File: src/rtl/sprite_dma_pkg.sv
// Shared encodings for the sprite DMA: FSM states, register offsets and CTRL bit positions.
package sprite_dma_pkg;

    typedef enum logic [1:0] {
        ST_IDLE  = 2'd0,
        ST_ARMED = 2'd1,
        ST_FETCH = 2'd2,
        ST_STORE = 2'd3
    } dma_state_t;

    localparam logic [1:0] OFF_SRC_HI = 2'd0;
    localparam logic [1:0] OFF_SRC_LO = 2'd1;
    localparam logic [1:0] OFF_LEN    = 2'd2;
    localparam logic [1:0] OFF_CTRL   = 2'd3;

    localparam int CTRL_GO      = 0;
    localparam int CTRL_GO_VB   = 1;
    localparam int CTRL_CLR_ERR = 7;

    function automatic logic [7:0] status_byte(input logic err, input logic armed, input logic busy);
        return {err, 5'b0, armed, busy};
    endfunction

endpackage

File: src/rtl/sprite_dma.sv
// Work RAM -> sprite RAM block copier; borrows the wkram port from the CPU and stalls
// CPU wkram cycles via wait_n while it owns the port.
module sprite_dma
    import sprite_dma_pkg::*;
#(
    parameter int SRC_AW = 14,
    parameter int DST_AW = 7
) (
    input  logic              clk_24,
    input  logic              reset,
    input  logic              vblank,
    input  logic              reg_cs,
    input  logic [15:0]       cpu_addr,
    input  logic [7:0]        cpu_dout,
    input  logic              cpu_wr_n,
    input  logic              cpu_mreq_n,
    input  logic              cpu_wkram_cs,
    input  logic [7:0]        wkram_q,
    output logic [7:0]        reg_rdata,
    output logic              cpu_wait_n,
    output logic [SRC_AW-1:0] wkram_addr,
    output logic              wkram_wr,
    output logic [DST_AW-1:0] spr_addr,
    output logic [7:0]        spr_data,
    output logic              spr_wr,
    output logic              busy
);

    dma_state_t  state, state_nx;
    logic        wr_n_q, vb_q;
    logic [13:0] src_r, src_w;
    logic [6:0]  len_r, len_w, idx;
    logic        err;
    logic        reg_wr, ctrl_wr, go, go_vb, vb_rise, start, owns;
    logic        unused;

    // One strobe per CPU write: act on the falling edge of the registered wr_n.
    assign reg_wr  = reg_cs && wr_n_q && !cpu_wr_n;
    assign ctrl_wr = reg_wr && (cpu_addr[1:0] == OFF_CTRL);
    assign go      = ctrl_wr && cpu_dout[CTRL_GO];
    assign go_vb   = ctrl_wr && cpu_dout[CTRL_GO_VB];
    assign vb_rise = vblank && !vb_q;
    assign unused  = ^cpu_addr[15:SRC_AW];

    always_ff @(posedge clk_24 or posedge reset) begin
        if (reset) state <= ST_IDLE;
        else       state <= state_nx;
    end

    always_comb begin
        state_nx = state;
        start    = 1'b0;
        case (state)
            ST_IDLE: begin
                if (go) begin
                    state_nx = ST_FETCH;
                    start    = 1'b1;
                end else if (go_vb) begin
                    state_nx = ST_ARMED;
                end
            end
            ST_ARMED: begin
                if (vb_rise) begin
                    state_nx = ST_FETCH;
                    start    = 1'b1;
                end
            end
            ST_FETCH: state_nx = ST_STORE;
            ST_STORE: state_nx = (idx == len_w) ? ST_IDLE : ST_FETCH;
            default:  state_nx = ST_IDLE;
        endcase
    end

    always_ff @(posedge clk_24 or posedge reset) begin
        if (reset) begin
            wr_n_q <= 1'b1;
            vb_q   <= 1'b0;
            src_r  <= '0;
            len_r  <= '0;
            src_w  <= '0;
            len_w  <= '0;
            idx    <= '0;
            err    <= 1'b0;
        end else begin
            wr_n_q <= cpu_wr_n;
            vb_q   <= vblank;
            if (reg_wr) begin
                case (cpu_addr[1:0])
                    OFF_SRC_HI: src_r[13:8] <= cpu_dout[5:0];
                    OFF_SRC_LO: src_r[7:0]  <= cpu_dout;
                    OFF_LEN:    len_r       <= cpu_dout[6:0];
                    default:    ;
                endcase
            end
            // Set wins over clear when both land in the same write.
            if (ctrl_wr) begin
                if (cpu_dout[CTRL_CLR_ERR]) err <= 1'b0;
                if ((go || go_vb) && state != ST_IDLE) err <= 1'b1;
            end
            // Working copy so register writes during a copy only affect the next one.
            if (start) begin
                src_w <= src_r;
                len_w <= len_r;
                idx   <= '0;
            end else if (state == ST_STORE) begin
                idx <= idx + 7'd1;
            end
        end
    end

    assign owns       = (state == ST_FETCH) || (state == ST_STORE);
    assign busy       = (state != ST_IDLE);
    assign cpu_wait_n = !(owns && cpu_wkram_cs && !cpu_mreq_n);
    assign wkram_addr = owns ? SRC_AW'(src_w + 14'(idx)) : cpu_addr[SRC_AW-1:0];
    assign wkram_wr   = !owns && cpu_wkram_cs && !cpu_mreq_n && !cpu_wr_n;
    assign spr_wr     = (state == ST_STORE);
    assign spr_addr   = spr_wr ? DST_AW'(idx) : '0;
    assign spr_data   = spr_wr ? wkram_q : 8'h00;
    assign reg_rdata  = (reg_cs && cpu_addr[1:0] == OFF_CTRL)
                      ? status_byte(err, state == ST_ARMED, busy) : 8'h00;

endmodule

File: config.mk
export PLATFORM = sky130hd
export DESIGN_NAME = sprite_dma
export DESIGN_NICKNAME = d
export VERILOG_FILES = /design/src/rtl/sprite_dma_pkg.sv /design/src/rtl/sprite_dma.sv
export SDC_FILE = /design/constraint.sdc
export NUM_CORES = 1
export LEC_CHECK = 0
export CORE_MARGIN = 8
export CORE_UTILIZATION = 40
export DETAILED_ROUTE_END_ITERATION = 8
export PLACE_DENSITY = 0.67
export SLEW_MARGIN = 40
export SYNTH_ARGS = -nofsm -noshare
export SYNTH_HDL_FRONTEND = slang
export SYNTH_SLANG_ARGS = --single-unit
File: constraint.sdc
create_clock -name clk_24 -period 5.8 [get_ports clk_24]
set_clock_uncertainty 0.1 [all_clocks]
set_input_delay 1.45 -clock clk_24 [delete_from_list [all_inputs] [get_ports clk_24]]
set_output_delay 1.45 -clock clk_24 [all_outputs]
set_load 0.03 [all_outputs]
Word-level counts from Yosys, hierarchy flattened

Cells that the tools add are included.

Bits in registers: 54
Bits of input ports: 39
Logic and storage cells: 67

Add/sub/neg operators: 2
Eq/ne operators: 9
Mux-type cells: 16
Reductions and logical operators: 30

Operator list:

| kind                | number |
|---|---|
| $mux 7              | 3 |
| $mux 8              | 2 |
| $add 14x7->14       | 1 |
| $mux 14             | 1 |
| $logic_and 1x1->1   | 13 |
| $reduce_and 2->1    | 5 |
| $eq 2x2->1 const B  | 4 |
| $mux 2              | 4 |
| $pmux 2 s4          | 1 |
| $add 7x1->7 const B | 1 |
| $eq 7x7->1          | 1 |
| $reduce_bool 2->1   | 3 |
| $logic_not 1->1     | 5 |
| $eq 2x1->1 const B  | 2 |
| $logic_not 2->1     | 2 |
| $mux 1              | 4 |
| $ne 3x3->1 const B  | 1 |
| $logic_or 1x1->1    | 2 |
| $ne 2x2->1 const B  | 1 |
| $pmux 1 s2          | 1 |

Longest topological paths before layout

Gate-level depths: netlist of the first run.

Depth in word-level cells: 8
Depth in mapped cells: 6
Mapped depth without buffers: 6

Worst setup path after synthesis of the first run

No wires, ideal clock.

Path kind: input port to output port
Start: in cpu_wr_n
End: out wkram_wr
Arrival time: 2.504 ns
Required time: 4.250 ns
Setup slack: 1.746 ns
Stages on the path: 1
Cell sequence: nor4b_1

Longest elaborated chain between the ends: 2

Ends and longest elaborated chain:

| item              | line              | RTL |
|---|---|---|
| start, declared   | sprite_dma.sv:15  | `input logic cpu_wr_n,` |
| $logic_not 1->1   | sprite_dma.sv:115 | `assign wkram_wr = !owns && cpu_wkram_cs && !cpu_mreq_n && !cpu_wr_n;` |
| $logic_and 1x1->1 | sprite_dma.sv:115 |  |
| end, declared     | sprite_dma.sv:22  | `output logic wkram_wr,` |

Every way passes these cells.

Worst setup path after layout of the first run

Start: reg idx[0]
End: out wkram_addr[10]

Longest elaborated chain between the ends: 2

Ends and longest elaborated chain:

| item                   | line              | RTL |
|---|---|---|
| start, declared        | sprite_dma.sv:32  | `logic [6:0] len_r, len_w, idx;` |
| start signal, assigned | sprite_dma.sv:106 | `idx <= idx + 7'd1;` |
| $add 14x7->14          | sprite_dma.sv:114 | `assign wkram_addr = owns ? SRC_AW'(src_w + 14'(idx)) : cpu_addr[SRC_AW-1:0];` |
| $mux 14                | sprite_dma.sv:114 |  |
| end, declared          | sprite_dma.sv:21  | `output logic [SRC_AW-1:0] wkram_addr,` |

Every way passes these cells.

==> flow_summary.yaml, run 1 <==
status:
  status: "finished, final reports clean"
logic_synthesis:
  synth_top_area_cell: "dfrtp_1"
  synthesis.area_um2: 3123
  synth-edff-count: 0
  yosys_most_used_dff: "dfrtp_1"
  yosysSeqAreaShare_pct: 43.31
  synth_async_sr_flop_share_pct: 100.0
  syn_inst: 276
  yosys-top-cells-area: "dfrtp_1 (42%), mux2_2 (12%), mux2_4 (4.8%), xor2_1 (3.9%), and3_1 (3.4%)"
  synth.avg_cell_area_um2: 11.32
  synth_seq_cells: 54
  netlist.area_leader.share_pct: 42.47
  ys.warnings.count: 0
  ys_types: 56
sta:
  final-setup-viol-count: 0
  maxSlewHeadroom_pct: 54.31
  setup_ws_ps: 978.2
  tightestPinTransition_ps: 685.4
  finalCritPeriodShare_pct: 83.13
  fmax_mhz: 207.4
  drv_slew: 0
  min_period_ps: 4822
  hold_violations: 0
  rsz0062_at_grt: "no"
  setup_tns_ps: 0
setup_path:
  start_kind: "register"
  crit_path_end_kind: "primary output"
  critPathKind: "register to primary output"
  required_ps: 4250
  cp_max_fo: 7
  crit_arrival_ps: 3270
detailed_routing:
  first_iter_violations: 79
  vias: 2309
  via_per_inst: 5.154
  ant_nets: 0
  drc: 0
  dr.pass1.iters: 4
  routed_wl_um: 7537
  post_drt_wl_per_cell_um: 16.82
die:
  core_um2: 7647
  rows: 32
  io_pins: 80
  dieHeight_um: 104.4
  start_util_pct: 40.84
  dieArea_um2: 10890
  die_w_um: 104.4
power:
  combinationalPowerShare_pct: 55.4
  power_mw: 1.858
  peakVddDrop_v: 0.0002143
  p_clk_share_pct: 11.3
  p_switching_uw: 793.0
  swShare_pct: 42.67
  leakagePower_nw: 1.750
  power.density_nw_per_um2: 463.4
  p_seq_share_pct: 33.3
  internal_power_mw: 1.065
cells_and_area:
  regArea_um2: 1353
  layout_commonest_cell: "clkdlybuf4s50_1"
  drive_gt1_share_pct: 18.21
  areaGrowthSynthToFinish_pct: 28.41
  num_antenna_cells: 0
  multiInputGateArea_um2: 1663
  fillCellCount: 675
  fin_nets: 393
  stdcell_area_um2: 4010
  mostFrequentLayoutCells: "clkdlybuf4s50_1 (72), dfrtp_1 (53), mux2_2 (33)"
grt:
  grt_pass1_vias: 2368
  grt_max_degree: 55
  grt_antenna_before_repair: 0
  grt_pass1_wl_um: 12590
  grt_overflow_total: 0
  grtUsageTotal_pct: 14.00
worst_hold_path:
  hold_path_class: "register to register"
placement:
  place_ws_ps: 1154
  port-buffer-count: 72
  gp_congestion: 0.7383
  post_dp_cell_area_um2: 3899
  place_hpwl_um: 5583
cts:
  cts_resized: 0
  ctsHoldBuffers: 0
  post-cts-setup-buffers: 0
  numCtsBuffers: 5
  cts_sinks: 54
  cts_tree: "done"
  h-tree-depth: 2
  clk_path_buf_depth: 2
  clk_pin_slew_ps: 90
  cts-root-buf: "clkbuf_8"
  clk_latency_ps: 300
run:
  cap_violations: 0
synthesized netlist by cell type (3+ instances only):
| cell | count |
|---|---|
| dfrtp_1 | 53 |
| mux2_2 | 33 |
| and3_1 | 17 |
| nor2_1 | 14 |
| xor2_1 | 14 |
| nand2_1 | 11 |
| mux2_4 | 10 |
| ha_1 | 8 |
| nand3_1 | 8 |
| nor2b_1 | 8 |
| inv_1 | 7 |
| a31oi_1 | 6 |
| clkbuf_1 | 6 |
| nand4_1 | 6 |
| a21oi_1 | 5 |
| buf_4 | 5 |
| nand3b_1 | 5 |
| o211ai_1 | 5 |
| a2111o_1 | 3 |
| and2_1 | 3 |
| mux2_1 | 3 |
area by class of cell:
| cell class | instances | share of cell area, % |
|---|---|---|
| flip-flops and latches | 54 | 33.73 |
| repair buffers | 74 | 18.53 |
| clock inverters | 1 | 0.1248 |
| well taps | 102 | 3.183 |
| multi-input cells | 202 | 41.47 |
| inverters | 8 | 0.8112 |
| clock buffers | 7 | 2.153 |
power groups by stage:
stage | combinational, mW | sequential [mW] | clock (mW)
detailed placement | 1.03 | 0.628 | 0
global route | 1.11 | 0.641 | 0.231
floorplan | 0.714 | 0.569 | 0
finish | 1.03 | 0.619 | 0.210
global placement | 1.02 | 0.624 | 0
CTS | 1.04 | 0.620 | 0.213
metal layers:
metal	vias up	part of all wire [%]	GRT usage (%)
met3	7	5.1	3.532
met1	1098	49	19.09
met2	67	45	21.63
met5	-	0	0
li1	1137	-	-
met4	0	1.0	3.206
path summary, 6_finish.rpt:
kind	slack (ps)	start	endpoint	cells after the start
worst min-delay path	390	err$_DFFE_PP0P_	err$_DFFE_PP0P_	1
worst max register to register	3480	state[0]$_DFFE_PP0P_	len_w[6]$_DFFE_PP0P_	5
worst max-delay path	980	idx[0]$_DFFE_PP0P_	wkram_addr[10]	7
min in group asynchronous	1500	reset	len_r[6]$_DFFE_PP0P_	2
worst min register to register	390	err$_DFFE_PP0P_	err$_DFFE_PP0P_	1
max in group asynchronous	3680	reset	src_r[1]$_DFFE_PP0P_	2
critical path, stage by stage, from the launching register on:
cell and delay [ps]:
dfrtp_1 510, ha_1 270, fa_1 430, a21oi_1 410
o211ai_2 190, a41o_1 280, a31oi_1 180, clkdlybuf4s50_1 700
flip-flops by register name, summed over array words and instances (netlist names):
register,count
err,1
idx,7
len_r,7
len_w,7
src_r,14
src_w,14
state,2
vb_q,1
wr_n_q,1
through the flow:
step                instances  hold slack [ps]  util (%)
floorplan                 280            357.7         -
global placement          439            367.3     50.95
detailed placement        439            372.7     50.98
CTS                       447            392.5     52.18
global route              448            416.3     52.44
finish                    448            388.7     52.44
logic make-up (layout without fill, tap and decap cells):
group | after synthesis | after routing | synth area share [%]
other cells | 1 | 5 | 0.1201
fa+ha+maj | 9 | 9 | 3.846
flops | 54 | 54 | 43.31
buf+inv | 24 | 90 | 4.086
compound gates | 39 | 39 | 10.06
mux | 46 | 46 | 17.79
xor+xnor | 16 | 16 | 4.487
simple gates | 87 | 87 | 16.31
Note: power is estimated with default switching activity, not from simulation.
==> run 2: changes to the inputs <==
Settings changed: PLACE_DENSITY 0.67 to 0.7.
Clock period 5.8 ns to 4.27 ns, I/O delays scaled along.
==> run 2 against run 1 <==
  * Combinational power increased by 40%
  * First-iteration DRC count increased by 76%
  * Global-route usage increased by 0.63 points
  * Flip-flop and latch count unchanged
  * Wire length increased by 2.5%
  * Sequential share of layout area decreased by 0.094 points
  * Hold slack improved by 8.8 ps
  * Sequential power increased by 34%
  * Register-to-register slack got worse by 1500 ps
  * Critical path type unchanged
==> flow_summary.yaml, run 2 (synthesis gave the netlist of run 1 again) <==
power:
  leakagePower_nw: 1.771
  combinationalPowerShare_pct: 56.7
  power.density_nw_per_um2: 630.3
  peakVddDrop_v: 0.0002053
  p_clk_share_pct: 10.5
  internal_power_mw: 1.442
  p_seq_share_pct: 32.8
  power_mw: 2.535
  swShare_pct: 43.10
  p_switching_mw: 1.092
setup_path:
  critPathKind: "register to primary output"
  required_ps: 3100
  crit_family: "buffers and inverters"
  crit_path_end_kind: "primary output"
  critical_path_buf_inv_count: 1
  start_kind: "register"
  path_cells: "ha_1 > nand2_1 > o211ai_2 > or4b_1 > a31oi_1 > clkdlybuf4s50_1"
  cp_slowest_cell: "clkdlybuf4s50_1"
  reg2reg_depth: 5
  critPathMaxStageDelay_ps: 700
  crit_arrival_ps: 2930
  path_depth: 6
  cp_max_fo: 6
cells_and_area:
  fillCellCount: 681
  layout_commonest_cell: "clkdlybuf4s50_1"
  mostFrequentLayoutCells: "clkdlybuf4s50_1 (68), dfrtp_1 (53), mux2_2 (33)"
  reg.largest.list: "src_r: 14 flops, src_w: 14 flops"
  drive_gt1_share_pct: 20.23
  postLayoutCoreUtil_pct: 52.59
  num_antenna_cells: 0
  stdcell_area_um2: 4021
  fin_nets: 399
  areaGrowthSynthToFinish_pct: 28.77
  layoutNonFillerInstCount: 453
sta:
  rsz0062_at_grt: "no"
  fmax_mhz: 244.3
  min_period_ps: 4093
  setup_tns_ps: 0
  whs_ps: 397.5
  hold_violations: 0
  setup_ws_ps: 176.6
  final-setup-viol-count: 0
  finalCritPeriodShare_pct: 95.87
  drv_slew: 0
  maxSlewHeadroom_pct: 54.55
  tightestPinTransition_ps: 681.8
cts:
  h-tree-depth: 2
  clk_pin_slew_ps: 90
  clk_path_buf_depth: 2
  cts_resized: 0
  cts_sinks: 54
  post-cts-setup-buffers: 0
  cts-root-buf: "clkbuf_8"
  numCtsBuffers: 5
  ctsHoldBuffers: 0
  cts_tree: "done"
  clk_latency_ps: 310
placement:
  port-buffer-count: 72
  gp_congestion: 0.7869
  dp.cells: 446
  post_dp_cell_area_um2: 3939
  place_ws_ps: 419.3
  place_hpwl_um: 5911
status:
  status: "finished, final reports clean"
die:
  rows: 32
  dieArea_um2: 10890
  dieHeight_um: 104.4
  start_util_pct: 40.84
  core_um2: 7647
  io_pins: 80
  die_w_um: 104.4
grt:
  grt_max_degree: 39
  grt_overflow_total: 0
  grt_pass1_wl_um: 12900
  grtUsageTotal_pct: 14.63
  grt_antenna_before_repair: 0
  grt_pass1_vias: 2445
run:
  cap_violations: 0
detailed_routing:
  dr.pass1.iters: 4
  routed_wl_um: 7728
  ant_nets: 0
  drc: 0
  first_iter_violations: 139
  post_drt_wl_per_cell_um: 17.06
  vias: 2365
  via_per_inst: 5.221
worst_hold_path:
  hold_path_class: "register to register"
  min_path_cells: 1
run 2: layout make-up:
type | instances | area (um2) | area share, %
Multi-Input combinational cell | 202 | 1663 | 41.35
Inverter | 8 | 31.28 | 0.7778
Sequential cell | 54 | 1353 | 33.63
Timing Repair Buffer | 80 | 770.7 | 19.17
Tap cell | 102 | 127.6 | 3.174
Clock buffer | 7 | 76.32 | 1.898
run 2: power by group through the flow:
stage / combinational (mW) / clock, mW / sequential, mW
finish: 1.44 / 0.265 / 0.832
global placement: 1.42 / 0 / 0.833
global route: 1.55 / 0.294 / 0.857
floorplan: 0.970 / 0 / 0.773
detailed placement: 1.44 / 0 / 0.842
CTS: 1.45 / 0.272 / 0.832
run 2: per-layer routing:
layer,GRT usage (%),share of wire [%]
met4,3.413,0.94
met1,18.49,46
met2,23.59,46
met3,4.709,6.8
met5,0,0
run 2: path summary, 6_finish.rpt:
check / startpoint / endpoint / slack, ps
min in group asynchronous: reset / len_r[5]$_DFFE_PP0P_ / 1050
worst min register to register: err$_DFFE_PP0P_ / err$_DFFE_PP0P_ / 400
worst max-delay path: idx[3]$_DFFE_PP0P_ / wkram_addr[10] / 180
max in group asynchronous: reset / src_r[2]$_DFFE_PP0P_ / 2370
worst min-delay path: err$_DFFE_PP0P_ / err$_DFFE_PP0P_ / 400
worst max register to register: state[0]$_DFFE_PP0P_ / len_w[2]$_DFFE_PP0P_ / 2030
